File: src/rtl/mem_bus_arbiter.sv
// Shared memory bus arbiter for the fetch and MEM-stage data ports.
// Data accesses win over fetches; results are held until consumed.
module mem_bus_arbiter #(
    parameter int ADDR_W = 32,
    parameter int DATA_W = 32
) (
    input  logic              clk,
    input  logic              rst,
    input  logic [5:0]        stall,
    input  logic              flush,
    input  logic              if_ce,
    input  logic [ADDR_W-1:0] if_addr,
    output logic [DATA_W-1:0] if_inst,
    output logic              if_stallreq,
    input  logic              d_ce,
    input  logic              d_we,
    input  logic [3:0]        d_sel,
    input  logic [ADDR_W-1:0] d_addr,
    input  logic [DATA_W-1:0] d_wdata,
    output logic [DATA_W-1:0] d_rdata,
    output logic              d_stallreq,
    output logic              bus_req,
    output logic              bus_we,
    output logic [3:0]        bus_sel,
    output logic [ADDR_W-1:0] bus_addr,
    output logic [DATA_W-1:0] bus_wdata,
    input  logic              bus_ack,
    input  logic [DATA_W-1:0] bus_rdata
);

    typedef enum logic [1:0] {
        IDLE   = 2'd0,
        BUSY_I = 2'd1,
        BUSY_D = 2'd2
    } state_t;

    state_t state;
    logic   i_valid;
    logic   d_valid;
    logic   discard;

    logic unused_stall;
    assign unused_stall = ^{stall[5], stall[3:2], stall[0]};

    assign if_stallreq = if_ce & ~i_valid;
    assign d_stallreq  = d_ce & ~d_valid;

    always_ff @(posedge clk or negedge rst) begin
        if (!rst) begin
            state     <= IDLE;
            i_valid   <= 1'b0;
            d_valid   <= 1'b0;
            discard   <= 1'b0;
            bus_req   <= 1'b0;
            bus_we    <= 1'b0;
            bus_sel   <= 4'h0;
            bus_addr  <= '0;
            bus_wdata <= '0;
            if_inst   <= '0;
            d_rdata   <= '0;
        end else begin
            if (i_valid && !stall[1]) begin
                i_valid <= 1'b0;
            end
            if (d_valid && !stall[4]) begin
                d_valid <= 1'b0;
            end

            unique case (state)
                IDLE: begin
                    if (d_ce && !d_valid) begin
                        bus_req   <= 1'b1;
                        bus_we    <= d_we;
                        bus_sel   <= d_sel;
                        bus_addr  <= d_addr;
                        bus_wdata <= d_wdata;
                        state     <= BUSY_D;
                    end else if (if_ce && !i_valid) begin
                        bus_req  <= 1'b1;
                        bus_we   <= 1'b0;
                        bus_sel  <= 4'hF;
                        bus_addr <= if_addr;
                        state    <= BUSY_I;
                    end
                end
                BUSY_I: begin
                    if (bus_ack) begin
                        bus_req <= 1'b0;
                        bus_we  <= 1'b0;
                        bus_sel <= 4'h0;
                        state   <= IDLE;
                        discard <= 1'b0;
                        // a flush on the ack edge drops the word too
                        if (!discard && !flush) begin
                            if_inst <= bus_rdata;
                            i_valid <= 1'b1;
                        end
                    end else if (flush) begin
                        discard <= 1'b1;
                    end
                end
                BUSY_D: begin
                    if (bus_ack) begin
                        bus_req <= 1'b0;
                        bus_we  <= 1'b0;
                        bus_sel <= 4'h0;
                        state   <= IDLE;
                        d_valid <= 1'b1;
                        if (!bus_we) begin
                            d_rdata <= bus_rdata;
                        end
                    end
                end
                default: state <= IDLE;
            endcase

            // flush overrides any set or clear of the valid flags
            if (flush) begin
                i_valid <= 1'b0;
                d_valid <= 1'b0;
            end
        end
    end

endmodule
File: config.mk
export PLATFORM = sky130hd
export DESIGN_NAME = mem_bus_arbiter
export DESIGN_NICKNAME = d
export VERILOG_FILES = /design/src/rtl/mem_bus_arbiter.sv
export SDC_FILE = /design/constraint.sdc
export NUM_CORES = 1
export LEC_CHECK = 0
export BUFFER_PORTS_ARGS = -buffer_cell sky130_fd_sc_hd__buf_2
export CAP_MARGIN = 0
export CORE_UTILIZATION = 50
export CTS_CLUSTER_SIZE = 24
export DETAILED_ROUTE_END_ITERATION = 12
export PLACE_DENSITY = 0.88
export SETUP_SLACK_MARGIN = 0.02
export SLEW_MARGIN = 5
export SYNTH_ARGS = -nofsm -noshare
export SYNTH_HDL_FRONTEND = slang
export SYNTH_SLANG_ARGS = --single-unit
File: constraint.sdc
create_clock -name clk -period 2.4 [get_ports clk]
set_input_delay 0.24 -clock clk [delete_from_list [all_inputs] [get_ports clk]]
set_output_delay 0.24 -clock clk [all_outputs]
set_load 0.03 [all_outputs]
==> results.json, run 1 <==
{
  "total_power_mw": 12.9,
  "critical_path.endpoint_type": "flop",
  "num_io_pins": 281,
  "routed_wire_length_per_instance_microns": 16.9,
  "setup_repair_after_global_routing_missed_its_margin": "no",
  "yosysSeqAreaShare_pct": 59.7,
  "avgViaCountPerCell": 5.01,
  "flop_and_latch_count_out_of_synthesis": 139,
  "max-vdd-ir-drop_v": 0.00110,
  "fin_hold_ws_ns": 0.0650,
  "die_x_microns": 110,
  "place.port_buffers": 276,
  "design.die.area_sq_mm": 0.0121,
  "track_usage_pct": 22.3,
  "fp.coreArea_sq_mm": 0.0114,
  "antenna_violations_before_repair": 0,
  "layout-drive-gt1-share_pct": 72.7,
  "fin_worst_skew_ns": 0.00586,
  "placed_cells_incl_taps": 769,
  "drv_slew": 0,
  "cts_tree": "built",
  "cts-root-to-sink-buffers": 2,
  "setup.worst_path.class": "reg -> reg",
  "numCtsBuffers": 17,
  "synth_fp_nets": 508,
  "detailroute.via_count": 4018,
  "start_util_pct": 51.2,
  "max_freq_mhz": 534,
  "outcome": "complete, no violations",
  "drt_pass1_iterations": 4,
  "worst-r2r-setup-slack_ns": 0.53,
  "syn2layout_area_growth_pct": 37.6,
  "wirelength_microns": 13500,
  "layoutNonFillerInstCount": 802,
  "worst-path-max-fanout": 32,
  "stdcell_area_sq_mm": 0.00802,
  "ctsRootBufferMaster": "clkbuf_16",
  "cts_max_level": 4,
  "grt_first_pass_wirelength_microns": 20000,
  "insertion_delay_ns": 0.40,
  "ant_nets": 0,
  "finalSetupViolCount": 0,
  "antenna_cells_inserted": 0,
  "remaining_drc_errors": 0,
  "synthDistinctLibCells": 30,
  "reg_clk_slew_reported_paths_ns": 0.06,
  "row_count": 39,
  "timing.critical_path.arrival_ns": 2.15,
  "dp_hpwl_microns": 9950,
  "fin_nets": 795,
  "grt_pass1_vias": 4082,
  "hold_violations": 0,
  "critPathRequiredTime_ns": 2.68,
  "layout_worst_path_cycle_share_pct": 78.0,
  "synthesis.area_sq_mm": 0.00582,
  "yosys_synthesis_warning_count": 0,
  "pin_count_of_the_biggest_net_entering_global_routing": 52,
  "globalplace.congestion": 0.700,
  "final.min_clock_period_ns": 1.87,
  "cts.repair_timing.setup_buffer_count": 0,
  "drtIter0Drc": 133,
  "place_area_sq_mm": 0.00734,
  "postSynthAreaPerCell_sq_um": 16.2,
  "worstHoldPathType": "in -> reg",
  "leakagePower_nw": 4.07,
  "max_slew.worst_pin.slew_ns": 0.480,
  "grt_overflow": 0,
  "setup.worst_path.start_class": "flop",
  "netlist_instances": 359,
  "fillers": 767,
  "finalSetupTns_ns": 0,
  "cts_resized": 0,
  "max-cap-violations": 0,
  "clock-sinks": 139,
  "cell_pwr_density_mw_per_mm2": 1610,
  "die_y_microns": 110,
  "relSlewSlack_pct": 68.0
}
[layer usage]
layer	up-vias	GRT usage (%)	wire length (microns)
li1	1857	-	-
met1	2000	26.0	5310
met2	145	38.6	7290
met3	16	6.82	722
met4	0	8.19	222
met5	-	0	0
[cell type report]
class | count | area [sq um] | area share, %
tap | 143 | 179 | 2.23
sequential | 139 | 3480 | 43.4
multi-input combinational | 197 | 2200 | 27.4
clock inverter | 5 | 125 | 1.56
timing repair buffer | 285 | 1470 | 18.3
clock buffer | 27 | 543 | 6.77
inverter | 6 | 22.5 | 0.281
[flip-flops by register name, summed over array words and instances, names as in the netlist]
name	count
bus_we	1
if_inst	32
bus_req	1
d_valid	1
state	2
bus_wdata	32
d_rdata	32
i_valid	1
discard	1
bus_sel	4
bus_addr	32
[worst max-delay path, stage by stage (launching register included)]
cell and delay, ns:
dfrtp_1 0.34, nand2b_4 0.32, inv_2 0.13, o21ai_2 0.15
buf_4 0.38, mux2_2 0.39
[stage by stage]
step | utilization, % | setup slack [ns]
final | 70.5 | 0.528
after global routing | 70.5 | 0.395
after CTS | 70.5 | 0.514
after detailed placement | 64.5 | 0.527
after global placement | 64.5 | 0.578
after floorplan | - | 0.780
[cell usage after synthesis (all sizes together)]
library cell	n	area, sq um
nand3b	2	15.0
a311o	1	10.0
nor3	2	21.3
a22o	5	43.8
a311oi	1	15.0
dfrtp	139	3480
nand4	1	6.26
ha	4	50.1
o21ai	3	18.8
mux2	160	1900
nor2	1	3.75
inv	6	22.5
o22ai	1	6.26
a31o	1	8.76
clkbuf	1	5.00
nand2	2	7.51
nand2b	6	47.5
a22oi	1	7.51
buf	16	120
nor2b	2	12.5
a21oi	4	20.0
[layout by cell type (no fill, tap or decap), types with 2 or more instances in the layout]
master	n
clkbuf_16	17
inv_1	5
mux2_4	27
mux2_1	2
dfrtp_1	139
clkbuf_1	2
bufinv_16	4
nand3b_1	2
mux2_2	131
ha_1	4
buf_4	7
a22o_1	5
o21ai_0	2
nand2b_1	4
buf_2	275
clkbuf_8	8
nor2b_1	2
nand2_1	2
a21oi_1	4
[power breakdown]
group | total (mW) | switching (mW) | leakage, nW | internal [mW]
Clock | 2.89 | 0.927 | 0.330 | 1.96
Sequential | 4.13 | 0.596 | 1.66 | 3.53
Combinational | 5.90 | 3.73 | 2.08 | 2.18
Total | 12.9 | 5.25 | 4.07 | 7.67
[logic make-up after synthesis]
family | share of synthesized area [%]
and+or+nand+nor | 1.96
DFF | 59.7
muxes | 32.7
AOI/OAI and AO/OA | 2.23
buffers and inverters | 2.54
adders and majority gates | 0.860
[final timing paths]
kind                                    startpoint                       end  cells after the start
setup reg to reg                 d_valid$_DFF_PN0_  bus_addr[30]$_DFFE_PN0P_                      5
min in group asynchronous                      rst   bus_addr[0]$_DFFE_PN0P_                      2
hold / removal                       bus_rdata[29]   if_inst[29]$_DFFE_PN0P_                      2
hold reg to reg            if_inst[29]$_DFFE_PN0P_   if_inst[29]$_DFFE_PN0P_                      1
max in group asynchronous                      rst   d_rdata[28]$_DFFE_PN0P_                      3
setup / recovery                 d_valid$_DFF_PN0_  bus_addr[30]$_DFFE_PN0P_                      5
[timing repair]
action / 4_1_cts / 5_1_grt
endpoints found under the setup margin: 0 / 0
hold buffers: 1 / 0
hold endpoints to repair: 48 / 0
Note: power is estimated with default switching activity, not from simulation.
==> run 2: changes to the inputs <==
ABC_AREA = 1   (was default)
CORE_UTILIZATION = 42   (was 50)
PLACE_DENSITY = 0.79   (was 0.88)
clock period = 1.6 ns   (was 2.4 ns; I/O delays follow)
==> run 2 against run 1 <==
Worst hold slack got worse by 0.048 ns. Sequential share of layout area is 2.8 points lower. Critical path depth rose by 2. Synthesized cell count up 94%. Count of clock-buffer cells in the layout decreased by 5. Fmax grew 24%. Sequential cell count unchanged. Die area grew 18%. Critical endpoint is now d_rdata[1]$_DFFE_PN0P_. Largest cell class unchanged.
==> results.json, run 2 <==
{
  "outcome": "complete, no violations",
  "ant_nets": 0,
  "grt_overflow": 0,
  "synth_commonest_cells": "nand2_1 (377), dfrtp_1 (139), o21ai_0 (58)",
  "timing.critical_path.arrival_ns": 1.78,
  "fillers": 1083,
  "globalplace.congestion": 0.778,
  "synth-async-reset-ratio_pct": 100,
  "fin_util_pct": 64.5,
  "drtIter0Drc": 324,
  "routed_wire_length_per_instance_microns": 13.3,
  "flop_and_latch_count_out_of_synthesis": 139,
  "cts-root-to-sink-buffers": 2,
  "yosys_synthesis_warning_count": 0,
  "synth_fp_nets": 845,
  "row_count": 42,
  "yosysSeqAreaShare_pct": 60.3,
  "fin_nets": 1169,
  "finalSetupViolCount": 0,
  "max_freq_mhz": 661,
  "dp_hpwl_microns": 10800,
  "mostFrequentLayoutCell": "nand2_1",
  "design.die.area_sq_mm": 0.0142,
  "netlist.area_leader.share_pct": 60.3,
  "num_io_pins": 281,
  "syn2layout_area_growth_pct": 48.6,
  "place.port_buffers": 276,
  "worst-path-max-fanout": 64,
  "cell_with_the_most_instances_after_synthesis": "nand2_1",
  "pin_count_of_the_biggest_net_entering_global_routing": 65,
  "drv_slew": 0,
  "numCtsBuffers": 17,
  "setup_repair_after_global_routing_missed_its_margin": "no",
  "cts_tree": "built",
  "max-cap-violations": 0,
  "ctsRootBufferMaster": "clkbuf_16",
  "synthDominantAreaCellType": "dfrtp_1",
  "max-vdd-ir-drop_v": 0.00134,
  "avgViaCountPerCell": 4.66,
  "leakagePower_nw": 5.05,
  "fin_worst_skew_ns": 0.00501,
  "critical_path.endpoint_type": "flop",
  "hold_violations": 0,
  "clock-sinks": 139,
  "setup.worst_path.start_class": "flop",
  "fp.coreArea_sq_mm": 0.0133,
  "grt_pass1_vias": 5571,
  "relSlewSlack_pct": 70.8,
  "ys_dominant_reg_cell": "dfrtp_1",
  "most_frequent_cells_in_the_layout": "nand2_1 (377), buf_2 (274), dfrtp_1 (139)",
  "placed_cells_incl_taps": 1133,
  "antenna_violations_before_repair": 0,
  "layout_worst_path_cycle_share_pct": 94.6,
  "critPathRequiredTime_ns": 1.87,
  "final.min_clock_period_ns": 1.51,
  "die_y_microns": 119,
  "netlist_instances": 696,
  "grt_first_pass_wirelength_microns": 26200,
  "track_usage_pct": 23.4,
  "remaining_drc_errors": 0,
  "layout-drive-gt1-share_pct": 32.9,
  "synthesis.area_sq_mm": 0.00577,
  "total_power_mw": 18.7,
  "reg_clk_slew_reported_paths_ns": 0.06,
  "cts_max_level": 4,
  "setup.worst_path.class": "reg -> reg",
  "drt_pass1_iterations": 5,
  "postSynthAreaPerCell_sq_um": 8.29,
  "cell_pwr_density_mw_per_mm2": 2190,
  "start_util_pct": 43.4,
  "synth.area.top_cells": "dfrtp_1 (60%), nand2_1 (25%), o21ai_0 (5.0%)",
  "die_x_microns": 119,
  "detailroute.via_count": 5632,
  "layoutNonFillerInstCount": 1209,
  "insertion_delay_ns": 0.40,
  "synth_enable_flop_cells": 0,
  "synthDistinctLibCells": 21,
  "worstHoldPathType": "in -> reg",
  "finalSetupTns_ns": 0,
  "max_slew.worst_pin.slew_ns": 0.438,
  "antenna_cells_inserted": 0,
  "wirelength_microns": 16100
}
## run 2: cells by family after synthesis
group / share of synthesized area [%]
adders and majority gates: 0.868
buffers and inverters: 6.14
AOI/OAI and AO/OA: 6.27
DFF: 60.3
and+or+nand+nor: 26.4
## run 2: path summary, 6_finish.rpt
check                      slack [ns]                        to                startpoint  depth (start not counted)
max in group asynchronous        0.77   if_inst[20]$_DFFE_PN0P_                       rst                          3
setup reg to reg                 0.09    d_rdata[1]$_DFFE_PN0P_      state[0]$_DFFE_PN0P_                          7
setup / recovery                 0.09    d_rdata[1]$_DFFE_PN0P_      state[0]$_DFFE_PN0P_                          7
hold / removal                   0.02   d_rdata[14]$_DFFE_PN0P_             bus_rdata[14]                          3
min in group asynchronous        0.26   if_inst[15]$_DFFE_PN0P_                       rst                          2
hold reg to reg                  0.46  bus_wdata[9]$_DFFE_PN0P_  bus_wdata[9]$_DFFE_PN0P_                          2
## run 2: per-layer routing
metal | global-route usage [%] | up-vias | part of all wire (%)
li1 | - | 2775 | -
met1 | 28.1 | 2596 | 42
met2 | 40.0 | 224 | 50
met3 | 5.46 | 37 | 5.8
met4 | 10.6 | 0 | 2.8
met5 | 0 | - | 0
## run 2: what timing repair did
| action | in CTS | in global routing |
|---|---|---|
| setup endpoints to repair | 1 | 54 |
| cloned | 1 | 0 |
| hold endpoints to repair | 76 | 0 |
| buffers inserted | 1 | 4 |
| hold buffers | 38 | 0 |
| resized for setup | 5 | 5 |
## run 2: power breakdown
group          switching [mW]  internal (mW)
clock network            1.42           2.70
registers               0.857           5.17
logic                    6.09           2.50
total                    8.37           10.4
## run 2: through the flow
stage / setup WS, ns / cell area (sq um) / hold slack, ns
final: 0.0863 / 8570 / 0.0168
after global routing: 0.0147 / 8570 / 0.0143
after global placement: 0.0801 / 7470 / 0.124
after CTS: 0.0206 / 8530 / 0.0000742
after detailed placement: 0.0511 / 7470 / 0.125
after floorplan: 0.0579 / 5770 / -0.136
## run 2: worst max-delay path, cell delays in order (launching register included)
cell     delay, ns
dfrtp_1       0.38
inv_1         0.09
ha_1          0.14
nand2_1       0.06
or2_2         0.31
buf_12        0.20
nand2_1       0.09
o21ai_0       0.10
## run 2: layout make-up
class	instances	area (sq um)	area share, %
clock buffer	22	464	5.41
clock inverter	10	164	1.91
inverter	52	200	2.34
multi-input combinational	471	1960	22.9
sequential	139	3480	40.6
tap	176	220	2.57
timing repair buffer	339	2090	24.3
==> run 3: changes to the inputs <==
SETUP_SLACK_MARGIN = 0.3   (was 0.02)
==> run 3 against run 2 <==
Die area stayed put. Setup slack better by 0.021 ns. The flow now finishes with violations (negative hold slack). Register-to-register slack better by 0.02 ns. Fmax is 1.4% higher. Clock skew is 0.0043 ns higher. Via count is 11% higher. Critical path type unchanged.
==> results.json, run 3 (synthesis results as in run 2) <==
{
  "outcome": "complete, but fails checks",
  "violations": "negative hold slack",
  "pin_count_of_the_biggest_net_entering_global_routing": 66,
  "comb_power_share_pct": 51.6,
  "fin_hold_ws_ns": -0.0139,
  "sw_frac_of_total_pct": 46.5,
  "max-cap-violations": 0,
  "setup.worst_path.start_class": "flop",
  "hold_violations": 1,
  "cell_internal_power_dissipation_mw": 11.2,
  "clock-sinks": 139,
  "place.port_buffers": 276,
  "remaining_drc_errors": 0,
  "fin_nets": 1215,
  "fp.coreArea_sq_mm": 0.0133,
  "grt_first_pass_wirelength_microns": 28900,
  "fin_util_pct": 73.8,
  "reg_clk_slew_reported_paths_ns": 0.07,
  "critPathRequiredTime_ns": 1.97,
  "worstHoldPathType": "in -> reg",
  "drv_slew": 0,
  "die_x_microns": 119,
  "insertion_delay_ns": 0.42,
  "syn2layout_area_growth_pct": 70.1,
  "mostFrequentLayoutCell": "nand2_1",
  "fillers": 910,
  "max_freq_mhz": 670,
  "drt_pass1_iterations": 5,
  "ant_nets": 0,
  "worst-path-max-fanout": 8,
  "final.min_clock_period_ns": 1.49,
  "setup_repair_after_global_routing_missed_its_margin": "yes",
  "finalSetupTns_ns": 0,
  "fin_worst_skew_ns": 0.00935,
  "max_slew.worst_pin.slew_ns": 0.408,
  "power.clock.fraction_pct": 19.0,
  "avgViaCountPerCell": 4.99,
  "cell_pwr_density_mw_per_mm2": 2140,
  "p_sw_mw": 9.76,
  "die_y_microns": 119,
  "cts_max_level": 4,
  "timing.critical_path.arrival_ns": 1.86,
  "setup.worst_path.class": "reg -> reg",
  "relSlewSlack_pct": 72.8,
  "max-vdd-ir-drop_v": 0.00137,
  "numCtsBuffers": 17,
  "detailroute.via_count": 6266,
  "globalplace.congestion": 0.841,
  "finalSetupViolCount": 0,
  "dp_hpwl_microns": 10900,
  "layout_worst_path_cycle_share_pct": 93.3,
  "critical_path.endpoint_type": "flop",
  "wirelength_microns": 21800,
  "leakagePower_nw": 5.60,
  "multi_input_comb_area_sq_mm": 0.00246,
  "layout-drive-gt1-share_pct": 45.5,
  "antenna_violations_before_repair": 1,
  "cts-root-to-sink-buffers": 2,
  "track_usage_pct": 26.3,
  "drtIter0Drc": 392,
  "most_frequent_cells_in_the_layout": "nand2_1 (275), buf_2 (273), dfrtp_1 (138)",
  "grt_overflow": 0,
  "routed_wire_length_per_instance_microns": 17.4,
  "antenna_cells_inserted": 0,
  "row_count": 42,
  "num_io_pins": 281,
  "power.sequential.fraction_pct": 29.4,
  "design.die.area_sq_mm": 0.0142,
  "ctsRootBufferMaster": "clkbuf_16",
  "grt_pass1_vias": 6046,
  "start_util_pct": 43.4,
  "seq_area_sq_mm": 0.00348,
  "cts_tree": "built"
}
## run 3: repair_timing
item	CTS	global route
setup buffers	11	5
endpoints found under the setup margin	139	139
gates resized for setup	27	198
endpoints found under the hold margin	92	0
gates cloned	6	18
pin swaps	3	59
hold buffers	56	0
## run 3: path summary, 6_finish.rpt
kind / start / end / slack (ns) / depth (start not counted)
max: state[0]$_DFFE_PN0P_ / bus_wdata[23]$_DFFE_PN0P_ / 0.11 / 9
min: bus_rdata[2] / d_rdata[2]$_DFFE_PN0P_ / -0.01 / 3
max reg2reg: state[0]$_DFFE_PN0P_ / bus_wdata[23]$_DFFE_PN0P_ / 0.11 / 9
min reg2reg: bus_addr[27]$_DFFE_PN0P_ / bus_addr[27]$_DFFE_PN0P_ / 0.47 / 2
max in group asynchronous: rst / if_inst[22]$_DFFE_PN0P_ / 0.80 / 3
min in group asynchronous: rst / bus_addr[21]$_DFFE_PN0P_ / 0.22 / 2
## run 3: critical path: stages, from the launching register on
cell	delay (ns)
dfrtp_1	0.39
inv_2	0.10
buf_12	0.11
ha_4	0.14
inv_4	0.05
nor2_4	0.12
buf_12	0.20
clkbuf_16	0.20
nand2_4	0.05
nand2_2	0.05
## run 3: layout make-up
cell class | count | share of cell area, %
flip-flops and latches | 139 | 35.5
repair buffers | 382 | 28.4
multi-input cells | 472 | 25.0
clock buffers | 18 | 4.48
inverters | 52 | 2.40
well taps | 176 | 2.24
clock inverters | 14 | 1.63
repair inverters | 2 | 0.293
## run 3: metrics by stage
step	hold WS, ns	instance area, sq um	setup WS (ns)	std cells	total power [mW]
2_1_floorplan	-0.136	5860	0.199	696	11.8
3_3_place_gp	0.107	7410	0.135	1127	14.2
3_5_place_dp	0.112	7410	0.0780	1127	14.4
4_1_cts	0.000284	8830	0.179	1232	19.0
5_1_grt	0.00296	9810	0.0435	1255	22.0
6_report	-0.0139	9810	0.108	1255	21.0
## run 3: routing by layer
metal  vias to the layer above  wire length, microns  GRT usage (%)
met3                        73                  1570           6.13
li1                       2887                     -              -
met1                      2967                  8280           30.3
met5                         -                    13              0
met4                         2                   797           14.4
met2                       337                 11100           45.0
## run 3: power by group through the flow
stage	registers (mW)	clock network, mW	logic, mW
final	6.17	3.97	10.8
after global routing	6.35	4.19	11.5
after CTS	6.02	3.99	8.97
after detailed placement	6.04	0	8.34
after global placement	6.00	0	8.16
after floorplan	9.25	0	2.51
